==> config.mk <==
export PLATFORM = sky130hd
export DESIGN_NAME = l2_pmem_scheduler
export DESIGN_NICKNAME = d
export VERILOG_FILES = /design/src/rtl/l2_sched_pkg.sv /design/src/rtl/l2_pmem_scheduler_writeback_buffer.sv /design/src/rtl/l2_pmem_scheduler.sv
export SDC_FILE = /design/constraint.sdc
export NUM_CORES = 2
export LEC_CHECK = 0
export CAP_MARGIN = 10
export CELL_PAD_IN_SITES_DETAIL_PLACEMENT = 0
export CELL_PAD_IN_SITES_GLOBAL_PLACEMENT = 1
export CORE_AREA = 4 4 428 430
export DETAILED_ROUTE_END_ITERATION = 10
export DIE_AREA = 0 0 432 434
export HOLD_SLACK_MARGIN = 0.15
export PLACE_DENSITY = 0.66
export RECOVER_POWER = 50
export SLEW_MARGIN = 0
export SYNTH_ARGS = -nofsm -noshare
export SYNTH_HDL_FRONTEND = slang
export SYNTH_SLANG_ARGS = --single-unit
==> constraint.sdc <==
create_clock -name clk -period 2.65 [get_ports clk]
set_input_delay 0.53 -clock clk [delete_from_list [all_inputs] [get_ports clk]]
set_output_delay 0.53 -clock clk [all_outputs]
set_load 0.02 [all_outputs]
==> src/rtl/l2_sched_pkg.sv <==
// l2_pmem_scheduler shared types: line geometry, FSM states,
// write-back buffer entry layout and line-address helper.
package l2_sched_pkg;

  localparam int LINE_OFF = 5;
  localparam int LINE_W = 8 * (2 ** LINE_OFF);

  typedef enum logic [1:0] {
    IDLE,
    PMEM_RD,
    DRAIN,
    RESP
  } state_e;

  typedef logic [31:LINE_OFF] tag_t;

  typedef struct packed {
    logic              valid;
    tag_t              tag;
    logic [LINE_W-1:0] data;
  } wb_entry_t;

  function automatic tag_t line_addr(input logic [31:0] addr);
    return addr[31:LINE_OFF];
  endfunction

endpackage

==> src/rtl/l2_pmem_scheduler_writeback_buffer.sv <==
// Coalescing write-back FIFO with a parallel tag lookup over
// all valid entries; coalesce rewrites data in place.
module writeback_buffer
  import l2_sched_pkg::*;
#(
  parameter int WB_DEPTH = 4
) (
  input  logic                        clk,
  input  logic                        rst_n,
  input  logic [31:LINE_OFF]          lookup_tag,
  output logic                        hit,
  output logic [$clog2(WB_DEPTH)-1:0] hit_index,
  output logic [LINE_W-1:0]           hit_data,
  input  logic                        coal_en,
  input  logic [$clog2(WB_DEPTH)-1:0] coal_index,
  input  logic [LINE_W-1:0]           wr_data,
  input  logic                        enq_en,
  input  logic                        pop_en,
  output logic [31:LINE_OFF]          head_tag,
  output logic [LINE_W-1:0]           head_data,
  output logic                        full,
  output logic                        empty
);

  localparam int IW = $clog2(WB_DEPTH);

  wb_entry_t     ent [WB_DEPTH];
  logic [IW-1:0] head;
  logic [IW-1:0] tail;
  logic [IW:0]   count;

  assign full = count == (IW+1)'(WB_DEPTH);
  assign empty = count == '0;
  assign head_tag = ent[head].tag;
  assign head_data = ent[head].data;

  always_comb begin
    hit = 1'b0;
    hit_index = '0;
    hit_data = '0;
    for (int i = 0; i < WB_DEPTH; i++) begin
      if (ent[i].valid && ent[i].tag == lookup_tag) begin
        hit = 1'b1;
        hit_index = IW'(i);
        hit_data = ent[i].data;
      end
    end
  end

  always_ff @(posedge clk or negedge rst_n) begin
    if (!rst_n) begin
      head <= '0;
      tail <= '0;
      count <= '0;
      for (int i = 0; i < WB_DEPTH; i++) begin
        ent[i] <= '0;
      end
    end else begin
      if (coal_en) begin
        ent[coal_index].data <= wr_data;
      end
      if (enq_en) begin
        ent[tail].valid <= 1'b1;
        ent[tail].tag <= lookup_tag;
        ent[tail].data <= wr_data;
        tail <= tail + IW'(1);
        count <= count + (IW+1)'(1);
      end else if (pop_en) begin
        ent[head].valid <= 1'b0;
        head <= head + IW'(1);
        count <= count - (IW+1)'(1);
      end
    end
  end

endmodule

==> src/rtl/l2_pmem_scheduler.sv <==
// L2-to-pmem scheduler: reads first, write-backs drained when idle.
// WB_FORWARD_EN: serve read hits from the buffer instead of draining.
module l2_pmem_scheduler
  import l2_sched_pkg::*;
#(
  parameter int s_offset = LINE_OFF,
  parameter int s_line   = LINE_W,
  parameter int WB_DEPTH = 4
) (
  input  logic              clk,
  input  logic              rst_n,
  input  logic              mem_read,
  input  logic              mem_write,
  input  logic [31:0]       mem_address,
  input  logic [s_line-1:0] mem_wdata,
  output logic              mem_resp,
  output logic [s_line-1:0] mem_rdata,
  output logic              pmem_read,
  output logic              pmem_write,
  output logic [31:0]       pmem_address,
  output logic [s_line-1:0] pmem_wdata,
  input  logic              pmem_resp,
  input  logic [s_line-1:0] pmem_rdata,
  output logic              wb_full,
  output logic              wb_empty
);

  state_e state, state_n;

  logic                        hit;
  logic [$clog2(WB_DEPTH)-1:0] hit_index;
  logic [s_line-1:0]           hit_data;
  logic [s_line-1:0]           head_data;
  logic [31:s_offset]          head_tag;
  logic                        coal_en;
  logic                        enq_en;
  logic                        pop_en;
  logic                        full;
  logic                        empty;
  logic                        ld_hit;
  logic                        ld_pmem;
  logic                        fwd;
  logic                        unused_ok;

`ifdef WB_FORWARD_EN
  assign fwd = 1'b1;
`else
  assign fwd = 1'b0;
`endif

  assign unused_ok = ^mem_address[s_offset-1:0];

  writeback_buffer #(
    .WB_DEPTH(WB_DEPTH)
  ) u_wb (
    .clk       (clk),
    .rst_n     (rst_n),
    .lookup_tag(line_addr(mem_address)),
    .hit       (hit),
    .hit_index (hit_index),
    .hit_data  (hit_data),
    .coal_en   (coal_en),
    .coal_index(hit_index),
    .wr_data   (mem_wdata),
    .enq_en    (enq_en),
    .pop_en    (pop_en),
    .head_tag  (head_tag),
    .head_data (head_data),
    .full      (full),
    .empty     (empty)
  );

  always_ff @(posedge clk or negedge rst_n) begin
    if (!rst_n) begin
      state <= IDLE;
      mem_rdata <= '0;
    end else begin
      state <= state_n;
      if (ld_hit) begin
        mem_rdata <= hit_data;
      end else if (ld_pmem) begin
        mem_rdata <= pmem_rdata;
      end
    end
  end

  always_comb begin
    state_n = state;
    coal_en = 1'b0;
    enq_en = 1'b0;
    pop_en = 1'b0;
    ld_hit = 1'b0;
    ld_pmem = 1'b0;
    unique case (state)
      IDLE: begin
        if (mem_read) begin
          // without forwarding, drain until the line is gone from the buffer
          if (hit && fwd) begin
            ld_hit = 1'b1;
            state_n = RESP;
          end else if (hit) begin
            state_n = DRAIN;
          end else begin
            state_n = PMEM_RD;
          end
        end else if (mem_write) begin
          if (hit) begin
            coal_en = 1'b1;
            state_n = RESP;
          end else if (!full) begin
            enq_en = 1'b1;
            state_n = RESP;
          end else begin
            state_n = DRAIN;
          end
        end else if (!empty) begin
          state_n = DRAIN;
        end
      end
      PMEM_RD: begin
        if (pmem_resp) begin
          ld_pmem = 1'b1;
          state_n = RESP;
        end
      end
      DRAIN: begin
        if (pmem_resp) begin
          pop_en = 1'b1;
          state_n = IDLE;
        end
      end
      RESP: state_n = IDLE;
      default: state_n = IDLE;
    endcase
  end

  assign mem_resp = state == RESP;
  assign pmem_read = state == PMEM_RD;
  assign pmem_write = state == DRAIN;
  assign wb_full = full;
  assign wb_empty = empty;

  always_comb begin
    pmem_address = '0;
    pmem_wdata = '0;
    if (state == PMEM_RD) begin
      pmem_address = {mem_address[31:s_offset], {s_offset{1'b0}}};
    end else if (state == DRAIN) begin
      pmem_address = {head_tag, {s_offset{1'b0}}};
      pmem_wdata = head_data;
    end
  end

endmodule

==> run_results.csv <==
group,metric,value,unit
status,status,"complete, but fails checks",
status,violations,"max-capacitance violations, max-slew violations, negative setup slack",
detailed_routing,wl_met3,16.9,mm
timing,fin_crit,3.33,ns
finish,post-route-cell-area,0.0895,mm2
setup_path,worst-path-max-fanout,7,
logic_synthesis,synth_warnings,0,
setup_path,cp_num_buf_inv,6,
floorplanning,start_util,0.353,
detailed_routing,wirelength,249,mm
floorplanning,fp-row-count,156,
setup_path,r2r-end,"u_wb.ent[352]",
clocking,clk-insertion-delay-late,0.79,ns
finish,nNetsFinal,6023,
floorplanning,core_area,0.180,mm2
logic_synthesis,syn_inst,3887,
timing,period_share,1.26,
setup_path,crit_chain,"buf_12, buf_4, buf_12, buf_16, buf_4, mux4_2, a22o_1, buf_2",
setup_path,critical_path.startpoint_type,"flip-flop",
logic_synthesis,async_flop_share,1.00,
timing,slew_violations,83,
place,placed_cells,7529,
floorplanning,ios,1098,
timing,setup_viol,1426,
logic_synthesis,synth_cell_type_count,45,
clocking,cts_max_path_buffers,3,
timing,timing.fmax,300,MHz
setup_path,crit_arrival,2.80,ns
setup_path,crit_type,"reg -> out",
detailed_routing,avgViaCountPerCell,5.11,
clocking,htree_levels,4,
setup_path,required,2.12,ns
finish,area_growth,41.1,%
clocking,cts_sinks,1401,
min_path,min_to,"mem_rdata[117]",
detailed_routing,drtIter0Drc,2378,
detailed_routing,met2WireLength,122,mm
floorplanning,dieArea,0.187,mm2
finish,drive_gt1_frac,0.528,
timing,finalClockSkew,0.0302,ns
global_routing,grt-ovfl-total,0,
timing,worstMarginPinSlew,1.69,ns
logic_synthesis,syn_area_per_cell,16.3,um2
clocking,cts_tree,"built",
detailed_routing,vias,41000,
detailed_routing,wl_met1,94.6,mm
place,portBuffers,1087,
min_path,hold_path_startpoint,"pmem_rdata[117]",
clocking,ctsRootBufferMaster,"clkbuf_16",
global_routing,grtUsageTotal,0.255,
logic_synthesis,synth_flop_cell,"dfrtp_1",
logic_synthesis,yosysTopAreaCell,"dfrtp_1",
setup_path,crit_slowest_cell,"dfrtp_4",
logic_synthesis,synth_edf_count,0,
setup_path,r2r_start,"u_wb.ent[836]",
clocking,cts_inserted_buffers,164,
logic_synthesis,synth_top_area_share,0.553,
finish,fill_cells,15400,
place,routabilityCongestion,1.06,
power,powerDensity,1250,mW/mm2
global_routing,grt_pass1_vias,43600,
timing,setup_slack,-0.679,ns
clocking,clk_pin_slew,0.06,ns
detailed_routing,drcViolationCount,0,
power,total_power,112,mW
job,cap_violations,1,
detailed_routing,drt_pass1_iterations,7,
timing,holdWs,0.354,ns
detailed_routing,wire_per_inst,31.0,um
timing,relSlewSlack,-0.127,
min_path,hp-class,"in -> reg",
logic_synthesis,syn_area,0.0634,mm2
logic_synthesis,synth_area_leaders,"dfrtp_1 55%, mux2_2 20%, mux4_2 10%",
global_routing,grt_max_degree,85,
setup_path,r2r.worst_path.cells,10,
timing,rsz0062_at_grt,"true",
place,placed_cell_area,0.0816,mm2
detailed_routing,topRoutingLayerUsed,"met5",
place,place_ws,-1.39,ns
floorplanning,die_h,434,um
power,p_leak,41.0,nW
setup_path,endpoint_kind,"output pin",
timing,finalHoldViolations,0,
logic_synthesis,ys_seq_area_frac,0.553,
global_routing,grt_pass1_wl,341,mm
setup_path,r2r_slack,-0.65,ns
setup_path,cp_slowest_stage_delay,0.51,ns
finish,fin_cells,8027,
min_path,hold_path_depth,2,
power,ir_drop,0.000677,V
detailed_routing,ant_nets,0,
setup_path,crit_family,"buffers and inverters",
global_routing,grt_antenna_before_repair,113,
floorplanning,die_width,432,um
place,place_hpwl,186,mm
logic_synthesis,ys_seq_elements,1401,
## how the worst max path moves through the flow
stage | to | cells past startpoint | slack, ns | start
floorplan | u_wb.ent[1000] | 12 | -0.39 | mem_address[24]
global placement | u_wb.ent[488] | 10 | -1.39 | mem_address[20]
detailed placement | u_wb.ent[381] | 10 | -1.39 | mem_address[20]
CTS | pmem_wdata[150] | 5 | -1.07 | u_wb.head[0]
global route | pmem_wdata[156] | 8 | -0.76 | u_wb.head[0]
finish | pmem_address[30] | 8 | -0.68 | u_wb.head[0]
## worst register-to-register path, cell delays in order, from the launching register on
cell	delay, ns
dfrtp_2	0.46
xnor2_2	0.25
nand4_1	0.13
or4_4	0.44
or4_4	0.60
and4_4	0.19
a21oi_4	0.23
buf_8	0.19
clkbuf_16	0.22
clkbuf_16	0.18
mux2_4	0.29
## power breakdown
part           internal, mW  leakage (nW)  switching (mW)
logic                  29.5          20.6            22.4
clock network          13.9          2.74            9.46
registers              31.2          17.6            5.68
total                  74.6          41.0            37.6
## area by class of cell
class	instances	area, um2	area share
Sequential cell	1401	35100	0.392
Multi-Input combinational cell	2198	28100	0.314
Timing Repair Buffer	1693	17600	0.197
Clock buffer	242	4880	0.0546
Tap cell	2370	2970	0.0331
Clock inverter	56	676	0.00755
Antenna cell	60	150	0.00168
Inverter	7	26.3	0.000294
## synth_stat cells (all sizes together) (7+ instances only)
cell    instances
a22o           28
and2          258
buf           175
clkbuf        110
dfrtp        1401
ha              9
inv             7
mux2         1391
mux4          283
nand2          12
nand4          31
nor4           18
xnor2          75
xor2           38
## state kept, by name, summed over array words and instances, names as in the netlist
signal and flops:
u_wb.head 2, state 2, mem_rdata 256, u_wb.count 3, u_wb.tail 2, u_wb.ent 1136
## per-layer routing
layer | up-vias | track usage
met5 | - | 0
met4 | 30 | 0.144
met3 | 465 | 0.0759
met2 | 1269 | 0.420
met1 | 21800 | 0.299
li1 | 17500 | -
## repair_timing
item                                    in CTS  in global routing
cloned                                       3                 33
pin swaps                                    3                 61
hold buffers                                 1                  0
endpoints found under the setup margin    1427               1430
gates resized for setup                    272                989
setup buffers                               12                 94
endpoints found under the hold margin       99                  0
## placed cells by master, fill, tap and decap left out, types with 12 or more instances in the layout
cell / Yosys / final
dfrtp_1: 1401 / 1398
mux2_2: 1151 / 885
clkdlybuf4s50_1: 0 / 803
mux2_4: 240 / 506
buf_4: 30 / 397
mux4_2: 283 / 283
clkbuf_16: 0 / 200
buf_6: 10 / 152
and2_1: 258 / 129
and2_4: 0 / 128
buf_12: 22 / 127
xnor2_1: 71 / 70
buf_2: 66 / 65
diode_2: 0 / 60
clkbuf_1: 110 / 48
clkbuf_2: 0 / 47
xor2_1: 38 / 38
clkbuf_8: 0 / 36
nand4_1: 31 / 31
clkinv_2: 0 / 26
a22o_1: 28 / 24
buf_8: 0 / 20
buf_16: 0 / 18
nor4_1: 18 / 17
bufinv_16: 0 / 12
## metrics by stage
stage,util,setup TNS (ns)
floorplan,-,-245.01
global placement,0.454,-1319.66
detailed placement,0.454,-1326.87
CTS,0.486,-793.57
global route,0.498,-763.17
finish,0.498,-626.83
## cells by family (layout without fill, tap and decap cells)
group                      count (synthesis)  count (layout)  synth area share
muxes                                   1675            1675             0.362
AOI/OAI and AO/OA                         41              41           0.00543
DFF                                     1401            1401             0.553
buffers and inverters                    292            1998            0.0272
adders and majority gates                  9               9           0.00178
and+or+nand+nor                          355             355            0.0348
other                                      1              65         0.0000591
xor gates and xnor gates                 113             113            0.0161
(Power assumes the default switching activity.)
